<file path="config.mk">
export PLATFORM = sky130hd
export DESIGN_NAME = mms_stream_acc_flat
export DESIGN_NICKNAME = d
export VERILOG_FILES = /design/src/rtl/mms_stream_acc_if.sv /design/src/rtl/mms_stream_acc.sv /design/src/flat_wrapper.sv
export SDC_FILE = /design/constraint.sdc
export NUM_CORES = 1
export LEC_CHECK = 0
export CORE_ASPECT_RATIO = 1.75
export CORE_MARGIN = 3
export CORE_UTILIZATION = 51
export DETAILED_ROUTE_END_ITERATION = 12
export PLACE_DENSITY = 0.89
export SKIP_LAST_GASP = 1
export SLEW_MARGIN = 20
export SYNTH_ARGS = -nofsm -noshare
export SYNTH_HDL_FRONTEND = slang
export SYNTH_SLANG_ARGS = --single-unit
</file>
<file path="constraint.sdc">
create_clock -name clk -period 3.1 [get_ports clk]
set_input_delay 0.62 -clock clk [delete_from_list [all_inputs] [get_ports clk]]
set_output_delay 0.62 -clock clk [all_outputs]
set_load 0.03 [all_outputs]
</file>
<file path="src/rtl/mms_stream_acc_if.sv">
// Producer/consumer handshake bundle for the streaming max/min selector.
// The slave modport is the selector; the master modport is the producer and consumer side.
interface mms_stream_acc_if #(
  parameter int WIDTH = 8,
  parameter int IDX_W = 2
);
  logic             in_valid;
  logic             in_ready;
  logic             select;
  logic [WIDTH-1:0] number;
  logic             out_valid;
  logic             out_ready;
  logic [WIDTH-1:0] result;
  logic [IDX_W-1:0] index;

  modport slave (
    input  in_valid, select, number, out_ready,
    output in_ready, out_valid, result, index
  );

  modport master (
    output in_valid, select, number, out_ready,
    input  in_ready, out_valid, result, index
  );
endinterface

</file>
<file path="src/rtl/mms_stream_acc.sv">
// Streaming max/min selector: reduces each FRAME-number frame to its maximum or minimum
// and the 0-based position of that element, handed off over a valid/ready handshake.
module mms_stream_acc #(
  parameter int WIDTH = 8,
  parameter int FRAME = 4,
  parameter int IDX_W = 2
) (
  input  logic               clk,
  input  logic               reset,
  mms_stream_acc_if.slave    bus
);

  typedef enum logic [1:0] {IDLE, ACCUM, HOLD} state_t;

  localparam logic [IDX_W-1:0] LAST = IDX_W'(FRAME - 1);

  state_t           state_q, state_d;
  logic [WIDTH-1:0] best_q, best_d;
  logic [IDX_W-1:0] bidx_q, bidx_d;
  logic [IDX_W-1:0] cnt_q, cnt_d;
  logic             mode_q, mode_d;
  logic [WIDTH-1:0] result_q, result_d;
  logic [IDX_W-1:0] index_q, index_d;
  logic             out_valid_q, out_valid_d;
  logic             in_ready_q, in_ready_d;

  logic accept;
  logic handoff;
  logic replace;

  assign accept  = bus.in_valid & in_ready_q;
  assign handoff = out_valid_q & bus.out_ready;
  // Strict compare keeps the earliest occurrence on ties.
  assign replace = mode_q ? (bus.number < best_q) : (bus.number > best_q);

  always_comb begin
    state_d     = state_q;
    best_d      = best_q;
    bidx_d      = bidx_q;
    cnt_d       = cnt_q;
    mode_d      = mode_q;
    result_d    = result_q;
    index_d     = index_q;
    out_valid_d = out_valid_q;
    in_ready_d  = in_ready_q;

    case (state_q)
      IDLE: begin
        if (accept) begin
          best_d  = bus.number;
          bidx_d  = '0;
          mode_d  = bus.select;
          cnt_d   = IDX_W'(1);
          state_d = ACCUM;
        end
      end
      ACCUM: begin
        if (accept) begin
          if (replace) begin
            best_d = bus.number;
            bidx_d = cnt_q;
          end
          cnt_d = cnt_q + IDX_W'(1);
          if (cnt_q == LAST) begin
            result_d    = replace ? bus.number : best_q;
            index_d     = replace ? cnt_q : bidx_q;
            out_valid_d = 1'b1;
            in_ready_d  = 1'b0;
            state_d     = HOLD;
          end
        end
      end
      HOLD: begin
        if (handoff) begin
          out_valid_d = 1'b0;
          in_ready_d  = 1'b1;
          state_d     = IDLE;
        end
      end
      default: begin
        state_d     = IDLE;
        out_valid_d = 1'b0;
        in_ready_d  = 1'b1;
      end
    endcase
  end

  always_ff @(posedge clk) begin
    if (reset) begin
      state_q     <= IDLE;
      best_q      <= '0;
      bidx_q      <= '0;
      cnt_q       <= '0;
      mode_q      <= 1'b0;
      result_q    <= '0;
      index_q     <= '0;
      out_valid_q <= 1'b0;
      in_ready_q  <= 1'b1;
    end else begin
      state_q     <= state_d;
      best_q      <= best_d;
      bidx_q      <= bidx_d;
      cnt_q       <= cnt_d;
      mode_q      <= mode_d;
      result_q    <= result_d;
      index_q     <= index_d;
      out_valid_q <= out_valid_d;
      in_ready_q  <= in_ready_d;
    end
  end

  assign bus.in_ready  = in_ready_q;
  assign bus.out_valid = out_valid_q;
  assign bus.result    = result_q;
  assign bus.index     = index_q;

endmodule

</file>
<file path="src/flat_wrapper.sv">
// flat-port wrapper written by rule: the top's interface ports become plain ports
module mms_stream_acc_flat 
#(
  parameter int WIDTH = 8,
  parameter int FRAME = 4,
  parameter int IDX_W = 2
)
  (clk, reset, bus_in_valid, bus_select, bus_number, bus_out_ready, bus_in_ready, bus_out_valid, bus_result, bus_index);
  mms_stream_acc_if #(.WIDTH(WIDTH), .IDX_W(IDX_W)) bus_i ();
  input  logic clk;
  input  logic reset;
  input wire logic [$bits(bus_i.in_valid)-1:0] bus_in_valid;
  input wire logic [$bits(bus_i.select)-1:0] bus_select;
  input wire logic [$bits(bus_i.number)-1:0] bus_number;
  input wire logic [$bits(bus_i.out_ready)-1:0] bus_out_ready;
  output wire logic [$bits(bus_i.in_ready)-1:0] bus_in_ready;
  output wire logic [$bits(bus_i.out_valid)-1:0] bus_out_valid;
  output wire logic [$bits(bus_i.result)-1:0] bus_result;
  output wire logic [$bits(bus_i.index)-1:0] bus_index;
  assign bus_i.in_valid = bus_in_valid;
  assign bus_i.select = bus_select;
  assign bus_i.number = bus_number;
  assign bus_i.out_ready = bus_out_ready;
  assign bus_in_ready = bus_i.in_ready;
  assign bus_out_valid = bus_i.out_valid;
  assign bus_result = bus_i.result;
  assign bus_index = bus_i.index;
  mms_stream_acc #(.WIDTH(WIDTH), .FRAME(FRAME), .IDX_W(IDX_W)) u_core (.clk(clk), .reset(reset), .bus(bus_i));
endmodule
</file>
; Word level (Yosys, flattened, before mapping)
; Cells that the tools add are included.
[op_classes]
n_eq_ne = 7
add_sub_neg = 1
magnitude_cmp = 2
bitwise_logic = 3
reduce_logical = 7
mux = 24
[ops]
columns = cell, n
row1 = $mux 8, 3
row2 = $mux 2, 8
row3 = $pmux 8 s2, 1
row4 = $gt 8x8->1, 1
row5 = $lt 8x8->1, 1
row6 = $ne 2x1->1 const B, 4
row7 = $pmux 2 s2, 2
row8 = $reduce_and 4->1, 2
row9 = $mux 1, 7
row10 = $pmux 1 s3, 2
row11 = $pmux 2 s3, 1
row12 = $reduce_and 3->1, 2
row13 = $eq 2x2->1 const B, 2
row14 = $add 2x1->2 const B, 1
row15 = $and 1x1->1, 2
row16 = $eq 2x1->1 const B, 1
row17 = $logic_not 2->1, 1
row18 = $reduce_and 2->1, 1
row19 = $reduce_bool 2->1, 1
row20 = $not 1->1, 1
[word_totals]
elab_cells = 53
inputBits = 13
register_bits = 27
output_inout_bits = 12

; Longest topological paths before layout
[depth]
word_depth = 5
mapped_depth = 9
depth_no_buf = 8

; Worst setup path after synthesis
; Ideal clock, no wire load.
[synth_path]
kind = input -> register
from = input bus_number[5]
to = register u_core.best_q[0]
arrival_ns = 2.488
path_buffers = 0
required_ns = 3.041
setup_ns = 0.059
slack_ns = 0.552
stages = 7
cell_sequence = ha_1 a211o_1 a21o_1 a221oi_2 nand3b_2 a2111oi_4 a22o_1
[synth_between]
elab_chain_len = 5
word_cells_on_any_way = 6
classes_between = 2 x order compare / 4 x mux
[synth_rtl]
columns = item, line
row1 = "start, declared", flat_wrapper.sv:14  ; input wire logic [$bits(bus_i.number)-1:0] bus_number;
row2 = $gt 8x8->1 / $lt 8x8->1 (equally long branches), mms_stream_acc.sv:34  ; assign replace = mode_q ? (bus.number < best_q) : (bus.number > best_q);
row3 = $mux 1 *, mms_stream_acc.sv:34
row4 = $mux 8 * (2 in series), n/a
row5 = $pmux 8 s2 *, n/a
row6 = "end signal, assigned", mms_stream_acc.sv:101  ; best_q <= best_d;
row7 = "end, declared", mms_stream_acc.sv:18  ; logic [WIDTH-1:0] best_q, best_d;
; Mark *: on every way between the ends. The rest lies on a longest branch, timed or not. The select of a mux whose other input is x is not followed.
; A chain may end at the register's enable or synchronous reset.

; Worst setup path after layout
[layout_path]
from = input bus_number[5]
to = register u_core.best_q[5]
[layout_between]
elab_chain_len = 5
word_cells_on_any_way = 7
classes_between = 2 x order compare / 5 x mux
[layout_rtl]
columns = item, line
row1 = $gt 8x8->1 / $lt 8x8->1 (equally long branches), mms_stream_acc.sv:34
row2 = $mux 1, mms_stream_acc.sv:34
row3 = $mux 8, mms_stream_acc.sv:59  ; if (replace) begin
row4 = $mux 8, mms_stream_acc.sv:58  ; if (accept) begin
row5 = $pmux 8 s2 *, mms_stream_acc.sv:47  ; case (state_q)
; Marks and branches as above.

==> results.sh <==
export IMPL_ant_nets=0
export IMPL_worstSetupStartpointType="input pin"
export IMPL_cts_tree="yes"
export IMPL_coreArea_um2=2582
export IMPL_wl_per_cell_um=16.44
export IMPL_dpl_instance_area_um2=1719
export IMPL_antenna_found_initial=0
export IMPL_grt_start_max_net_pins=23
export IMPL_synth_warnings=0
export IMPL_synth_edf_count=0
export IMPL_synthTopCellsByArea="dfxtp_1 38%, ha_1 8.0%, mux2i_1 7.8%"
export IMPL_grt_total_usage_pct=22.43
export IMPL_portBuffers=24
export IMPL_wl_met3_um=155
export IMPL_drt_iter0_markers=40
export IMPL_synth_top_area_share_pct=38.23
export IMPL_multiInputGateArea_um2=804.5
export IMPL_cts_root_buf="clkbuf_8"
export IMPL_areaGrowthSynthToFinish_pct=24.87
export IMPL_slew_violations=0
export IMPL_synth_simple_area_share_pct=20.35
export IMPL_synth_area_leader_cell="dfxtp_1"
export IMPL_path_clk_slew_ns=0.10
export IMPL_seq_area_frac_synth_pct=38.23
export IMPL_synth_flop_cell="dfxtp_1"
export IMPL_cp_arrival_ns=3.07
export IMPL_cts_max_level=1
export IMPL_p_switching_mw=0.2243
export IMPL_synthAdderAreaFrac_pct=7.965
export IMPL_peakVddDrop_mv=0.2980
export IMPL_fin_area_um2=1765
export IMPL_overflow=0
export IMPL_status="completed"
export IMPL_cts_hold_fix_buffers=0
export IMPL_hold_violations=0
export IMPL_avgSynthCellArea_um2=8.728
export IMPL_relSlewSlack_pct=65.86
export IMPL_clock_sinks=27
export IMPL_fin_setup_tns_ns=0
export IMPL_clockBufferDepth=2
export IMPL_die_x_um=45.80
export IMPL_antennaDiodeCount=0
export IMPL_path_max_fanout=8
export IMPL_drive_gt1_share_pct=10.00
export IMPL_critical_path_class="in -> reg"
export IMPL_hpwl_mm=2.611
export IMPL_synth_cells=162
export IMPL_synthArstFlopShare_pct=0
export IMPL_final_period_utilization_pct=92.01
export IMPL_wl_met2_mm=2.003
export IMPL_drt_total_wl_mm=3.552
export IMPL_seqPwrFrac_pct=48.6
export IMPL_synth_top_family_by_area="simple AND/OR/NAND/NOR gates"
export IMPL_synthMuxAreaShare_pct=8.584
export IMPL_switching_share_pct=29.30
export IMPL_cap_violations=0
export IMPL_final_setup_viol_count=0
export IMPL_numCtsBuffers=3
export IMPL_post_drt_via_cell_ratio=6.106
export IMPL_fin_cells=216
export IMPL_top_layer="met4"
export IMPL_cp_startpoint="bus_number[5]"
export IMPL_clock_skew_ns=0.003287
export IMPL_cp_end_kind="flip-flop"
export IMPL_min_period_ns=2.852
export IMPL_netlist_area_um2=1414
export IMPL_yosys_area_share_xor_xnor_pct=0
export IMPL_initial_core_util_pct=54.75
export IMPL_wl_met1_mm=1.371
export IMPL_holdPathStages=2
export IMPL_synth_cell_types=33
export IMPL_p_leak_nw=0.6901
export IMPL_worstSetupEndpoint="u_core.best_q[5]"
export IMPL_fin_util_pct=68.36
export IMPL_dieHeight_um=75.65
export IMPL_gp_congestion=0.8341
export IMPL_first_pass_iters=4
export IMPL_drc=0
export IMPL_dp_cells=212
export IMPL_r2r_slack_ns=0.63
export IMPL_internal_power_mw=0.5413
export IMPL_combPwrFrac_pct=24.8
export IMPL_worst_pin_slew_ns=0.5105
export IMPL_final_seq_area_um2=540.5
export IMPL_r2r_start="u_core.best_q[5]"
export IMPL_timing_fmax_ghz=0.3506
export IMPL_fillers=185
export IMPL_clkLatencyLatePin_ns=0.27
export IMPL_synth_compound_area_share_pct=20.00
export IMPL_via_count=1319
export IMPL_crit_required_ns=3.32
export IMPL_hp_class="reg -> reg"
export IMPL_rsz0062_at_grt="false"
export IMPL_pin_count=25
export IMPL_die_area_um2=3465
export IMPL_nets=213
export IMPL_p_per_area_nw_per_um2=433.7
export IMPL_synth_nets=184
export IMPL_synthTopCellsByCount="27 x dfxtp_1, 27 x nor2_1, 11 x mux2i_1, 10 x a211oi_1"
export IMPL_synth_seq_cells=27
export IMPL_grt_pass1_vias=1332
export IMPL_fp_row_count=24
export IMPL_grt_first_pass_wirelength_mm=5.837
export IMPL_reg2reg_to="u_core.best_q[5]"
export IMPL_reg2regPathDepth=9
export IMPL_clkPwrFrac_pct=26.6
export IMPL_cts_resized_gates=0
export IMPL_post_cts_repair_setup_buffers=0
stage by stage:
| stage | worst slack, ns | total power, mW | hold slack [ns] |
|---|---|---|---|
| 2_1_floorplan | 0.5525 | 0.4982 | 0.4447 |
| 6_report | 0.2478 | 0.7656 | 0.4907 |
| 4_1_cts | 0.2541 | 0.7609 | 0.4913 |
| 5_1_grt | 0.1813 | 0.7985 | 0.5219 |
| 3_3_place_gp | 0.1034 | 0.5523 | 0.4543 |
| 3_5_place_dp | 0.01299 | 0.5630 | 0.4793 |
how the worst min path moves through the flow:
stage	startpoint	endpoint	slack (ns)
finish	u_core.bidx_q[0]	u_core.bidx_q[0]	0.49
global placement	u_core.bidx_q[0]	u_core.bidx_q[0]	0.45
detailed placement	u_core.bidx_q[0]	u_core.bidx_q[0]	0.48
floorplan	u_core.bidx_q[0]	u_core.bidx_q[0]	0.44
CTS	u_core.bidx_q[0]	u_core.bidx_q[0]	0.49
global route	u_core.bus.result[4]	u_core.bus.result[4]	0.52
placed cells by master (no fill, tap or decap), drive strengths merged, types with 2 or more instances in the layout:
master | Yosys | layout
ha | 9 | 9
mux2i | 11 | 11
nor3 | 8 | 8
or3 | 2 | 2
a22o | 8 | 8
dfxtp | 27 | 27
a211oi | 10 | 10
nor3b | 2 | 2
a21oi | 7 | 7
inv | 9 | 9
nand3 | 3 | 3
nor2 | 27 | 27
nand2 | 9 | 9
nand4 | 2 | 2
or2 | 2 | 2
clkdlybuf4s50 | 0 | 24
nor2b | 2 | 2
buf | 1 | 9
clkbuf | 8 | 3
routing by layer:
metal	up-vias	GRT usage, %
met5	-	0
met4	0	8.228
met3	2	3.073
met2	42	41.06
met1	639	25.40
li1	636	-
cells by family (layout without fill, tap and decap cells):
| kind of cell | after synthesis | in the layout |
|---|---|---|
| simple gates | 61 | 61 |
| compound gates | 35 | 35 |
| flops | 27 | 27 |
| buf+inv | 18 | 46 |
| mux | 12 | 12 |
| fa+ha+maj | 9 | 9 |
layout make-up:
type                            instances  share of cell area (%)
Tap cell                               26                   1.843
Inverter                                9                   1.914
Sequential cell                        27                   30.62
Clock inverter                          1                  0.2835
Timing Repair Buffer                   33                   17.43
Clock buffer                            3                   2.339
Multi-Input combinational cell        117                   45.57
state kept, by name (all words and copies together), names as in the netlist:
register,flops
u_core.best_q,8
u_core.bidx_q,2
u_core.bus.in_ready,1
u_core.bus.index,2
u_core.bus.out_valid,1
u_core.bus.result,8
u_core.cnt_q,2
u_core.mode_q,1
u_core.state_q,2
critical path, cell delays in order:
cell and delay [ns]:
clkdlybuf4s50_1 0.43, ha_1 0.32, a211o_1 0.27, a21o_1 0.16, a221oi_2 0.28, nand3b_2 0.20
a2111oi_4 0.39, buf_4 0.23, a22o_1 0.16
power by group through the flow:
stage | clock network [mW] | registers (mW) | logic, mW
floorplan | 0 | 0.376 | 0.123
global placement | 0 | 0.378 | 0.174
detailed placement | 0 | 0.380 | 0.183
CTS | 0.202 | 0.372 | 0.187
global route | 0.219 | 0.374 | 0.206
finish | 0.204 | 0.372 | 0.190
Note: power is estimated with default switching activity, not from simulation.
